### src/rtl/types_pkg.sv
// Shared core types: sign-extender select, controller state/opcode/PC-source/error encodings
// and the opcode decode record handed from opcode_decode to the controller.
package types_pkg;

    typedef enum logic [1:0] {
        SEL_NONE      = 2'd0,
        SEL_FOURBIT   = 2'd1,
        SEL_EIGHTBIT  = 2'd2,
        SEL_TWELVEBIT = 2'd3
    } sel_t;

    typedef logic [2:0] ctrl_state_t;
    localparam ctrl_state_t ST_IDLE   = 3'd0;
    localparam ctrl_state_t ST_FETCH  = 3'd1;
    localparam ctrl_state_t ST_DECODE = 3'd2;
    localparam ctrl_state_t ST_EXEC   = 3'd3;
    localparam ctrl_state_t ST_MEM    = 3'd4;
    localparam ctrl_state_t ST_WB     = 3'd5;
    localparam ctrl_state_t ST_HALT   = 3'd6;

    typedef enum logic [3:0] {
        OP_RTYPE = 4'h0,
        OP_ADDI  = 4'h1,
        OP_LW    = 4'h2,
        OP_SW    = 4'h3,
        OP_BEQ   = 4'h4,
        OP_JMP   = 4'h5,
        OP_HALT  = 4'hF
    } opcode_t;

    typedef enum logic [1:0] {
        PC_INC    = 2'd0,
        PC_BRANCH = 2'd1,
        PC_JUMP   = 2'd2
    } pc_src_t;

    typedef enum logic [1:0] {
        ERR_NONE    = 2'd0,
        ERR_ILLEGAL = 2'd1,
        ERR_TIMEOUT = 2'd2
    } err_t;

    typedef struct packed {
        sel_t sel;
        logic is_mem;
        logic is_store;
        logic is_branch;
        logic is_jump;
        logic uses_imm;
        logic writes_rf;
        logic illegal;
    } dec_t;

endpackage

### src/rtl/multicycle_ctrl_if.sv
// Controller <-> datapath/memory strobe bundle; master is the controller, slave the datapath side.
interface multicycle_ctrl_if;
   import types_pkg::*;

   logic        start;
   logic [15:0] instr;
   logic        mem_ack;
   logic        alu_zero;
   logic        ir_we;
   logic        pc_we;
   pc_src_t     pc_src;
   logic        mem_req;
   logic        mem_we;
   logic        mem_addr_sel;
   logic        rf_we;
   logic        wb_sel;
   logic        alu_src_imm;
   sel_t        offset_sel;
   logic        busy;
   logic        halted;
   err_t        error;

   modport master (
      input  start, instr, mem_ack, alu_zero,
      output ir_we, pc_we, pc_src, mem_req, mem_we, mem_addr_sel, rf_we, wb_sel,
             alu_src_imm, offset_sel, busy, halted, error
   );

   modport slave (
      output start, instr, mem_ack, alu_zero,
      input  ir_we, pc_we, pc_src, mem_req, mem_we, mem_addr_sel, rf_we, wb_sel,
             alu_src_imm, offset_sel, busy, halted, error
   );

endinterface

### src/rtl/opcode_decode.sv
// Opcode to control-class decode; purely combinational, zero latency, no backpressure.
module opcode_decode
   import types_pkg::*;
(
   input  opcode_t opcode,
   output dec_t    dec
);

   always_comb begin
      dec = '0;
      case (opcode)
         OP_RTYPE: dec.writes_rf = 1'b1;
         OP_ADDI: begin
            dec.sel       = SEL_FOURBIT;
            dec.uses_imm  = 1'b1;
            dec.writes_rf = 1'b1;
         end
         OP_LW: begin
            dec.sel       = SEL_FOURBIT;
            dec.is_mem    = 1'b1;
            dec.uses_imm  = 1'b1;
            dec.writes_rf = 1'b1;
         end
         OP_SW: begin
            dec.sel      = SEL_FOURBIT;
            dec.is_mem   = 1'b1;
            dec.is_store = 1'b1;
            dec.uses_imm = 1'b1;
         end
         OP_BEQ: begin
            dec.sel       = SEL_EIGHTBIT;
            dec.is_branch = 1'b1;
         end
         OP_JMP: begin
            dec.sel     = SEL_TWELVEBIT;
            dec.is_jump = 1'b1;
         end
         OP_HALT: dec.sel = SEL_NONE;
         default: dec.illegal = 1'b1;
      endcase
   end

endmodule

### src/rtl/multicycle_ctrl.sv
// Multicycle FETCH/DECODE/EXEC/MEM/WB controller; 3-5 cycles per instruction plus one per memory
// wait cycle; stalls on mem_ack and bus-errors to HALT after MEM_TIMEOUT unacknowledged cycles.
module multicycle_ctrl
   import types_pkg::*;
#(
   parameter int unsigned MEM_TIMEOUT = 16
)(
   input  logic             clk,
   input  logic             rst_n,
   multicycle_ctrl_if.master bus
);

   localparam logic [7:0] TO_LAST = 8'(MEM_TIMEOUT - 1);

   ctrl_state_t state, state_nxt;
   err_t        err_q, err_nxt;
   sel_t        sel_q;
   logic [7:0]  to_cnt;
   opcode_t     opcode;
   dec_t        dec;
   logic        timeout_hit;

   logic        ir_we, pc_we, mem_req, mem_we, mem_addr_sel, rf_we, wb_sel, alu_src_imm;
   pc_src_t     pc_src;

   // instr[11:0] feeds the sign extender directly; only the opcode matters here
   logic unused_instr_bits;
   assign unused_instr_bits = ^bus.instr[11:0];

   assign opcode = opcode_t'(bus.instr[15:12]);

   opcode_decode u_opcode_decode (
      .opcode (opcode),
      .dec    (dec)
   );

   assign timeout_hit = mem_req && !bus.mem_ack && (to_cnt == TO_LAST);

   always_comb begin
      state_nxt    = state;
      err_nxt      = err_q;
      ir_we        = 1'b0;
      pc_we        = 1'b0;
      pc_src       = PC_INC;
      mem_req      = 1'b0;
      mem_we       = 1'b0;
      mem_addr_sel = 1'b0;
      rf_we        = 1'b0;
      wb_sel       = 1'b0;
      alu_src_imm  = 1'b0;
      case (state)
         ST_IDLE: if (bus.start) state_nxt = ST_FETCH;
         ST_FETCH: begin
            mem_req = 1'b1;
            if (bus.mem_ack) begin
               ir_we     = 1'b1;
               pc_we     = 1'b1;
               state_nxt = ST_DECODE;
            end else if (timeout_hit) begin
               state_nxt = ST_HALT;
               err_nxt   = ERR_TIMEOUT;
            end
         end
         ST_DECODE: begin
            if (dec.illegal) begin
               state_nxt = ST_HALT;
               err_nxt   = ERR_ILLEGAL;
            end else if (opcode == OP_HALT) begin
               state_nxt = ST_HALT;
            end else begin
               state_nxt = ST_EXEC;
            end
         end
         ST_EXEC: begin
            alu_src_imm = dec.uses_imm;
            if (dec.is_branch) begin
               pc_we     = bus.alu_zero;
               pc_src    = PC_BRANCH;
               state_nxt = ST_FETCH;
            end else if (dec.is_jump) begin
               pc_we     = 1'b1;
               pc_src    = PC_JUMP;
               state_nxt = ST_FETCH;
            end else if (dec.is_mem) begin
               state_nxt = ST_MEM;
            end else begin
               state_nxt = ST_WB;
            end
         end
         ST_MEM: begin
            mem_req      = 1'b1;
            mem_addr_sel = 1'b1;
            alu_src_imm  = 1'b1;
            mem_we       = dec.is_store;
            if (bus.mem_ack) begin
               state_nxt = dec.is_store ? ST_FETCH : ST_WB;
            end else if (timeout_hit) begin
               state_nxt = ST_HALT;
               err_nxt   = ERR_TIMEOUT;
            end
         end
         ST_WB: begin
            rf_we     = dec.writes_rf;
            wb_sel    = dec.is_mem;
            state_nxt = ST_FETCH;
         end
         ST_HALT: state_nxt = ST_HALT;
         default: state_nxt = ST_IDLE;
      endcase
   end

   // The counter is zero whenever no request is pending, so it starts at 0 on entry to FETCH/MEM
   always_ff @(posedge clk or negedge rst_n) begin
      if (!rst_n) begin
         state  <= ST_IDLE;
         err_q  <= ERR_NONE;
         sel_q  <= SEL_NONE;
         to_cnt <= 8'd0;
      end else begin
         state <= state_nxt;
         err_q <= err_nxt;
         if (state == ST_DECODE) sel_q <= dec.sel;
         if (mem_req && !bus.mem_ack) to_cnt <= to_cnt + 8'd1;
         else                         to_cnt <= 8'd0;
      end
   end

   assign bus.ir_we        = ir_we;
   assign bus.pc_we        = pc_we;
   assign bus.pc_src       = pc_src;
   assign bus.mem_req      = mem_req;
   assign bus.mem_we       = mem_we;
   assign bus.mem_addr_sel = mem_addr_sel;
   assign bus.rf_we        = rf_we;
   assign bus.wb_sel       = wb_sel;
   assign bus.alu_src_imm  = alu_src_imm;
   assign bus.offset_sel   = sel_q;
   assign bus.busy         = (state != ST_IDLE) && (state != ST_HALT);
   assign bus.halted       = (state == ST_HALT);
   assign bus.error        = err_q;

endmodule

### src/flat_wrapper.sv
// flat-port wrapper written by rule: the top's interface ports become plain ports
module multicycle_ctrl_flat import types_pkg::*;
#(
   parameter int unsigned MEM_TIMEOUT = 16
)
  (clk, rst_n, bus_start, bus_instr, bus_mem_ack, bus_alu_zero, bus_ir_we, bus_pc_we, bus_pc_src, bus_mem_req, bus_mem_we, bus_mem_addr_sel, bus_rf_we, bus_wb_sel, bus_alu_src_imm, bus_offset_sel, bus_busy, bus_halted, bus_error);
  multicycle_ctrl_if bus_i ();
  input  logic clk;
  input  logic rst_n;
  input wire logic [$bits(bus_i.start)-1:0] bus_start;
  input wire logic [$bits(bus_i.instr)-1:0] bus_instr;
  input wire logic [$bits(bus_i.mem_ack)-1:0] bus_mem_ack;
  input wire logic [$bits(bus_i.alu_zero)-1:0] bus_alu_zero;
  output wire logic [$bits(bus_i.ir_we)-1:0] bus_ir_we;
  output wire logic [$bits(bus_i.pc_we)-1:0] bus_pc_we;
  output wire logic [$bits(bus_i.pc_src)-1:0] bus_pc_src;
  output wire logic [$bits(bus_i.mem_req)-1:0] bus_mem_req;
  output wire logic [$bits(bus_i.mem_we)-1:0] bus_mem_we;
  output wire logic [$bits(bus_i.mem_addr_sel)-1:0] bus_mem_addr_sel;
  output wire logic [$bits(bus_i.rf_we)-1:0] bus_rf_we;
  output wire logic [$bits(bus_i.wb_sel)-1:0] bus_wb_sel;
  output wire logic [$bits(bus_i.alu_src_imm)-1:0] bus_alu_src_imm;
  output wire logic [$bits(bus_i.offset_sel)-1:0] bus_offset_sel;
  output wire logic [$bits(bus_i.busy)-1:0] bus_busy;
  output wire logic [$bits(bus_i.halted)-1:0] bus_halted;
  output wire logic [$bits(bus_i.error)-1:0] bus_error;
  assign bus_i.start = bus_start;
  assign bus_i.instr = bus_instr;
  assign bus_i.mem_ack = bus_mem_ack;
  assign bus_i.alu_zero = bus_alu_zero;
  assign bus_ir_we = bus_i.ir_we;
  assign bus_pc_we = bus_i.pc_we;
  assign bus_pc_src = bus_i.pc_src;
  assign bus_mem_req = bus_i.mem_req;
  assign bus_mem_we = bus_i.mem_we;
  assign bus_mem_addr_sel = bus_i.mem_addr_sel;
  assign bus_rf_we = bus_i.rf_we;
  assign bus_wb_sel = bus_i.wb_sel;
  assign bus_alu_src_imm = bus_i.alu_src_imm;
  assign bus_offset_sel = bus_i.offset_sel;
  assign bus_busy = bus_i.busy;
  assign bus_halted = bus_i.halted;
  assign bus_error = bus_i.error;
  multicycle_ctrl #(.MEM_TIMEOUT(MEM_TIMEOUT)) u_core (.clk(clk), .rst_n(rst_n), .bus(bus_i));
endmodule
### config.mk
export PLATFORM = sky130hd
export DESIGN_NAME = multicycle_ctrl_flat
export DESIGN_NICKNAME = d
export VERILOG_FILES = /design/src/rtl/types_pkg.sv /design/src/rtl/multicycle_ctrl_if.sv /design/src/rtl/opcode_decode.sv /design/src/rtl/multicycle_ctrl.sv /design/src/flat_wrapper.sv
export SDC_FILE = /design/constraint.sdc
export NUM_CORES = 1
export LEC_CHECK = 0
export BUFFER_PORTS_ARGS = -buffer_cell sky130_fd_sc_hd__buf_2
export CAP_MARGIN = 10
export CORE_MARGIN = 10
export CORE_UTILIZATION = 42
export CTS_CLUSTER_DIAMETER = 100
export DETAILED_ROUTE_END_ITERATION = 12
export PLACE_DENSITY_LB_ADDON = 0.25
export SYNTH_ARGS = -nofsm -noshare
export SYNTH_HDL_FRONTEND = slang
export SYNTH_SLANG_ARGS = --single-unit
### constraint.sdc
create_clock -name clk -period 1.5 [get_ports clk]
set_input_delay 0.15 -clock clk [delete_from_list [all_inputs] [get_ports clk]]
set_output_delay 0.15 -clock clk [all_outputs]
set_load 0.05 [all_outputs]
Word level (Yosys, flattened, before mapping)
Index checks and enable logic that the tools add are counted.
- flip-flop bits (word level): 15
- input port bits: 21
- output and inout bits: 16
- word-level logic and storage cells: 74
- $add $sub $neg: 1
- equal/unequal tests: 18
- multiplexer cells: 37
- reduce and logical (&&, ||, !) cells: 14
- operator list (cell ; count):
    2-to-1 mux 3 bit ; 9
    case mux 3 bit (7 select lines) ; 1
    2-to-1 mux 1 bit ; 16
    2-to-1 mux 2 bit ; 6
    equality test 3 bit (second input constant) ; 3
    adder 8 x 1 -> 8 bit (second input constant) ; 1
    equality test 4 x 2 -> 1 bit (second input constant) ; 2
    equality test 4 x 3 -> 1 bit (second input constant) ; 2
    equality test 8 x 4 -> 1 bit (second input constant) ; 1
    2-to-1 mux 8 bit ; 1
    OR reduction 7 bit ; 1
    equality test 3 x 2 -> 1 bit (second input constant) ; 2
    != test 2 bit (second input constant) ; 3
    case mux 2 bit (3 select lines) ; 1
    OR reduction 3 bit ; 2
    equality test 4 x 1 -> 1 bit (second input constant) ; 1
    equality test 4 bit (second input constant) ; 1
    logical NOT 4 bit ; 1
    case mux 1 bit (2 select lines) ; 2
    case mux 2 bit (2 select lines) ; 1
    AND reduction 4 bit ; 1
    OR reduction 2 bit ; 2
    equality test 3 x 1 -> 1 bit (second input constant) ; 1
    logical AND 1 bit ; 3
    other kinds (6) ; 6

Depth between registers and ports, before layout
- depth after elaboration: 8
- mapped depth: 5
- depth with buffers taken out: 5

Modules after synthesis
From an unflattened synthesis, not the netlist that was laid out.
- cells, all modules: 107
- area, all modules: 994.7 sq um
- by module, submodules not included (module ; instances ; cells an instance ; area an instance (sq um)):
    multicycle_ctrl ; 1 ; 92 ; 895.9
    opcode_decode ; 1 ; 15 ; 98.8

Least setup slack after synthesis
Ideal clock, no wire load.
- path kind: reg2out
- start point: register u_core.state[1]
- end point: output bus_mem_we
- arrival: 2.254 ns
- required time: 1.350 ns
- setup slack: -0.904 ns
- stages on the path, launching flop included: 5
- buffers on the path: 1
- cell sequence: dfrtp_1 -> buf_2 -> nor2_1 -> nand2_1 -> nor4_1
- cells in the longest elaborated chain, start to end: 2
- ends and longest elaborated chain (what ; line ; source):
    start: declaration ; multicycle_ctrl.sv:15 ; ctrl_state_t state, state_nxt;
    start signal: assignment ; multicycle_ctrl.sv:120 ; state <= state_nxt;
    equality test 3 bit ; multicycle_ctrl.sv:51 ; case (state)
    2-to-1 mux 1 bit ; multicycle_ctrl.sv:51 ;
    end: declaration ; flat_wrapper.sv:18 ; output wire logic [$bits(bus_i.mem_we)-1:0] bus_mem_we;
Every way passes these cells.

Worst setup path in the final report
- start point: register u_core.state[0]
- end point: output bus_pc_we
- cells in the longest elaborated chain, start to end: 2
- ends and longest elaborated chain (what ; line ; source):
    equality test 3 x 2 -> 1 bit / equality test 3 x 1 -> 1 bit (equally long branches) ; multicycle_ctrl.sv:51 ;
    case mux 1 bit (2 select lines) * ; multicycle_ctrl.sv:51 ;
    end: declaration ; flat_wrapper.sv:15 ; output wire logic [$bits(bus_i.pc_we)-1:0] bus_pc_we;
Mark *: on every way between the ends. The rest lies on a longest branch, timed or not.

==> results by stage <==
Run status:
- The flow ran to the end, but the final reports show violations.
- The final reports fail on negative setup slack.

Detailed routing:
- Across all layers, the routed design uses 938 vias.
- For this block, the initial DRC count from the detailed router was 68.
- The pre-antenna-repair detailed-routing pass consisted of 4 iterations.
- The total wirelength of the detailed-routed design is 2950 um.
- The remaining routing DRC violations is 0.
- Using the TritonRoute via totals, the vias-per-cell ratio works out to 5.30.
- The wire length per cell is 16.7 um.
- In this run the remaining antenna-violating nets after routing total 0.

Floorplan:
- The starting density of the core is 45.9%.
- The row count is 16.
- The floorplan die area is 4490 um^2.
- The top-level I/O count is 37.
- The die extent in x is 67.0 um.
- The region available for standard cell placement spans 2020 um^2.
- The floorplan step set the die height to 67.0 um.

Timing:
- The share of the clock period used by the worst path is 110%.
- The max-slew violation count is 0.
- The transition time at the pin with the least slew margin is 352 ps.
- The clock skew after layout is 9.25 ps.
- The hold violation total from the final report came to 0.
- Static timing analysis puts the maximum clock frequency at 0.603 GHz.
- The smallest clock period supported by the final layout is computed as 1660 ps.
- The worst path setup slack after routing is -157 ps.
- Setup violations remaining at the end of the flow were counted as 11.
- Setup repair after global routing could not meet its margin everywhere.
- Headroom to the max-slew limit came out at 76.5%.

Run:
- The number of violations of the max-capacitance limit is 0.

Finish:
- The final layout contains 173 nets.
- The number of antenna diodes is 0.
- Leaving out fill and tap cells, the most frequent cells in the layout are 15 x sky130_fd_sc_hd__buf_4, 13 x sky130_fd_sc_hd__buf_6, 13 x sky130_fd_sc_hd__dfrtp_1.
- The multi-input combinational cells in the finished layout cover a total of 663 um^2.
- The utilization after layout is 76.0%.
- The growth of design area from synthesis to finish is 65.7%.
- The number of filler cells placed in the layout is 140.
- Once layout is complete, the cells apart from fillers number 177.
- In the final layout, the share of cells above drive strength 1 is 54.0%.
- The area used by sequential logic in the layout is 378 um^2.
- Leaving out fill and tap cells, the most frequent cell in the layout is sky130_fd_sc_hd__buf_4.

CTS:
- CTS built an H-tree with a depth of 1.
- In this run the deepest clock path goes through 2 buffers.
- The root buffer selected by CTS is sky130_fd_sc_hd__clkbuf_4.
- The clock sink count is 15.
- At the later pin of the worst-skew pair, clock insertion delay measures 290 ps.
- Clock-pin slew was measured on the worst setup and hold paths at 90 ps.
- The clock tree from TritonCTS is built.
- The number of buffers inserted during clock tree synthesis is 3.

Yosys:
- After synthesis, the largest area contributor takes up 40.5% of total cell area.
- The netlist area before placement is 927 um^2.
- Sorting the synthesized cells by area gives the leading types as sky130_fd_sc_hd__dfrtp_1 40%, sky130_fd_sc_hd__nor2_1 5.7%, sky130_fd_sc_hd__xnor2_1 5.7%.
- In the synthesized netlist, the number of instances is 105.
- The number of nets in the synthesized netlist is 127.
- The post-synthesis area per instance is 8.83 um^2.
- After synthesis, the netlist uses 39 different library cells.
- Sequential elements use 40.5% of the synthesized area.
- The post-synthesis register bit count is 15.
- The Yosys step of the flow raised 0 warnings.
- sky130_fd_sc_hd__dfrtp_1 takes more of the synthesized area than any other cell.

Critical path:
- Along the worst path, the maximum fanout reaches 5.
- The count of buffer and inverter cells on the critical path is 1.
- On the critical path, the stage with the largest delay is an instance of sky130_fd_sc_hd__dfrtp_2.
- The arrival time at the worst endpoint is 1510 ps.
- The endpoint kind of the worst setup timing path is an output pin.
- Traced cell by cell, the critical path runs through and2b_2, and3_4, o21bai_4, buf_8.
- The delay of the slowest cell on the worst path is 460 ps.
- The startpoint type of the worst setup path is a flop.
- At the worst endpoint, the required time is 1350 ps.
- The family with the most delay on the worst path is flip-flops.
- The kind of critical path is reg2out.

Global routing:
- Global routing consumed, on the met3 layer, 4.68% of the routing resources.
- The initial antenna violation count is 0.
- The wire length of the first global-routing pass is 4130 um.
- Entering global routing, the biggest net connects 16 pins.
- The global routing met2 resource utilization is 19.9%.
- The number of global-route vias before repair is 889.
- The routing layer with the top usage in global route is met2.
- The met1 track demand over resource in global routing is 13.5%.
- The total overflow left after global routing is 0.
- Global routing consumed, over all layers together, 11.6% of the routing resources.

Power:
- After layout, the design draws a total of 2.80 mW.
- The worst voltage drop across the vdd grid is 1.58 mV.
- The leakage power is 0.704 nW.
- Dividing total power by cell area gives a power density of 1830 nW/um^2.

Min path:
- The class of the most critical hold timing path is in2reg.

Placed design:
- In this run the tool buffered the top-level ports with 24 buffer cells.
- Routability-driven placement finished with a final weighted congestion of 0.823.
- The final HPWL from detailed placement is 1820 um.
- Including well taps, the total number of placed cells is 160.
==> state kept, by name (all words and copies together) (netlist names) <==
signal / count
u_core.to_cnt: 8
u_core.bus.error: 2
u_core.state: 3
u_core.bus.offset_sel: 2
==> power by group <==
group          internal, mW  leakage (nW)  switching [mW]  total [mW]
clock network        0.0991        0.0177           0.128       0.227
logic                 0.885         0.490            1.11        1.99
registers             0.499         0.196          0.0856       0.585
total                  1.48         0.704            1.32        2.80
==> cell families (layout without fill, tap and decap cells) <==
family | count (synthesis) | after routing | share of synthesized area [%]
buf+inv | 10 | 55 | 4.45
mux | 3 | 3 | 3.64
flops | 15 | 15 | 40.5
compound gates | 19 | 19 | 15.4
xor+xnor | 8 | 8 | 7.56
fa+ha+maj | 1 | 1 | 1.35
simple gates | 49 | 49 | 27.1
==> cells in the mapped netlist (all sizes together) <==
master	count
nor2	16
dfrtp	15
nand2	13
xnor2	6
nand3	5
inv	4
and2	3
buf	3
clkbuf	3
mux2	3
o21ai	3
a21o	2
a21oi	2
a31oi	2
and3	2
nand2b	2
nor4	2
xor2	2
a222oi	1
a311oi	1
a41o	1
and2b	1
and3b	1
ha	1
nor2b	1
nor3	1
nor3b	1
o2111ai	1
o211ai	1
o21ba	1
o21bai	1
o221a	1
o311ai	1
o31ai	1
or4	1
==> cell type report <==
cell class | count | share of cell area [%]
timing repair buffer | 47 | 27.3
clock buffer | 3 | 1.47
inverter | 4 | 0.977
clock inverter | 1 | 0.326
multi-input combinational | 80 | 43.2
sequential | 15 | 24.6
tap | 27 | 2.20
==> metal layers <==
| metal | up-vias | wire length (um) |
|---|---|---|
| met5 | - | 0 |
| li1 | 459 | - |
| met4 | 0 | 70 |
| met2 | 26 | 1480 |
| met1 | 447 | 1170 |
| met3 | 6 | 224 |
==> worst reg2reg max path, cell delays in order (launching register included) <==
cell and delay (ps):
sky130_fd_sc_hd__dfrtp_1 400, sky130_fd_sc_hd__or4_4 550, sky130_fd_sc_hd__nor2_4 130, sky130_fd_sc_hd__a311oi_2 110
sky130_fd_sc_hd__o221a_1 230
==> worst paths after layout <==
kind | from | end | slack, ps | depth (start not counted)
max | u_core.state[0]$_DFFE_PN0P_ | bus_pc_we | -160 | 4
min | bus_instr[15] | u_core.bus.offset_sel[0]$_DFFE_PN0P_ | 230 | 2
max reg2reg | u_core.to_cnt[7]$_DFF_PN0_ | u_core.state[0]$_DFFE_PN0P_ | -20 | 4
min reg2reg | u_core.to_cnt[0]$_DFF_PN0_ | u_core.to_cnt[0]$_DFF_PN0_ | 480 | 1
max in group asynchronous | rst_n | u_core.state[1]$_DFFE_PN0P_ | 930 | 2
min in group asynchronous | rst_n | u_core.to_cnt[5]$_DFF_PN0_ | 290 | 2
==> metrics by stage <==
step | setup slack [ps] | cell area (um^2) | hold slack [ps] | TNS [ps]
after detailed placement | 3.65 | 1150 | 66.2 | 0
after global routing | -210 | 1540 | 238 | -1800
after CTS | -137 | 1370 | 198 | -781
after floorplan | -141 | 947 | -146 | -367
final | -157 | 1540 | 226 | -880
after global placement | 19.6 | 1150 | 69.0 | 0
==> timing repair <==
item                                    in CTS  in global routing
pin swaps                                    5                 12
cloned                                       0                  0
endpoints found under the hold margin       15                  0
hold buffers                                 1                  0
gates resized for setup                     36                 32
buffers inserted                             8                  5
endpoints found under the setup margin      12                 24
(Power assumes the default switching activity.)
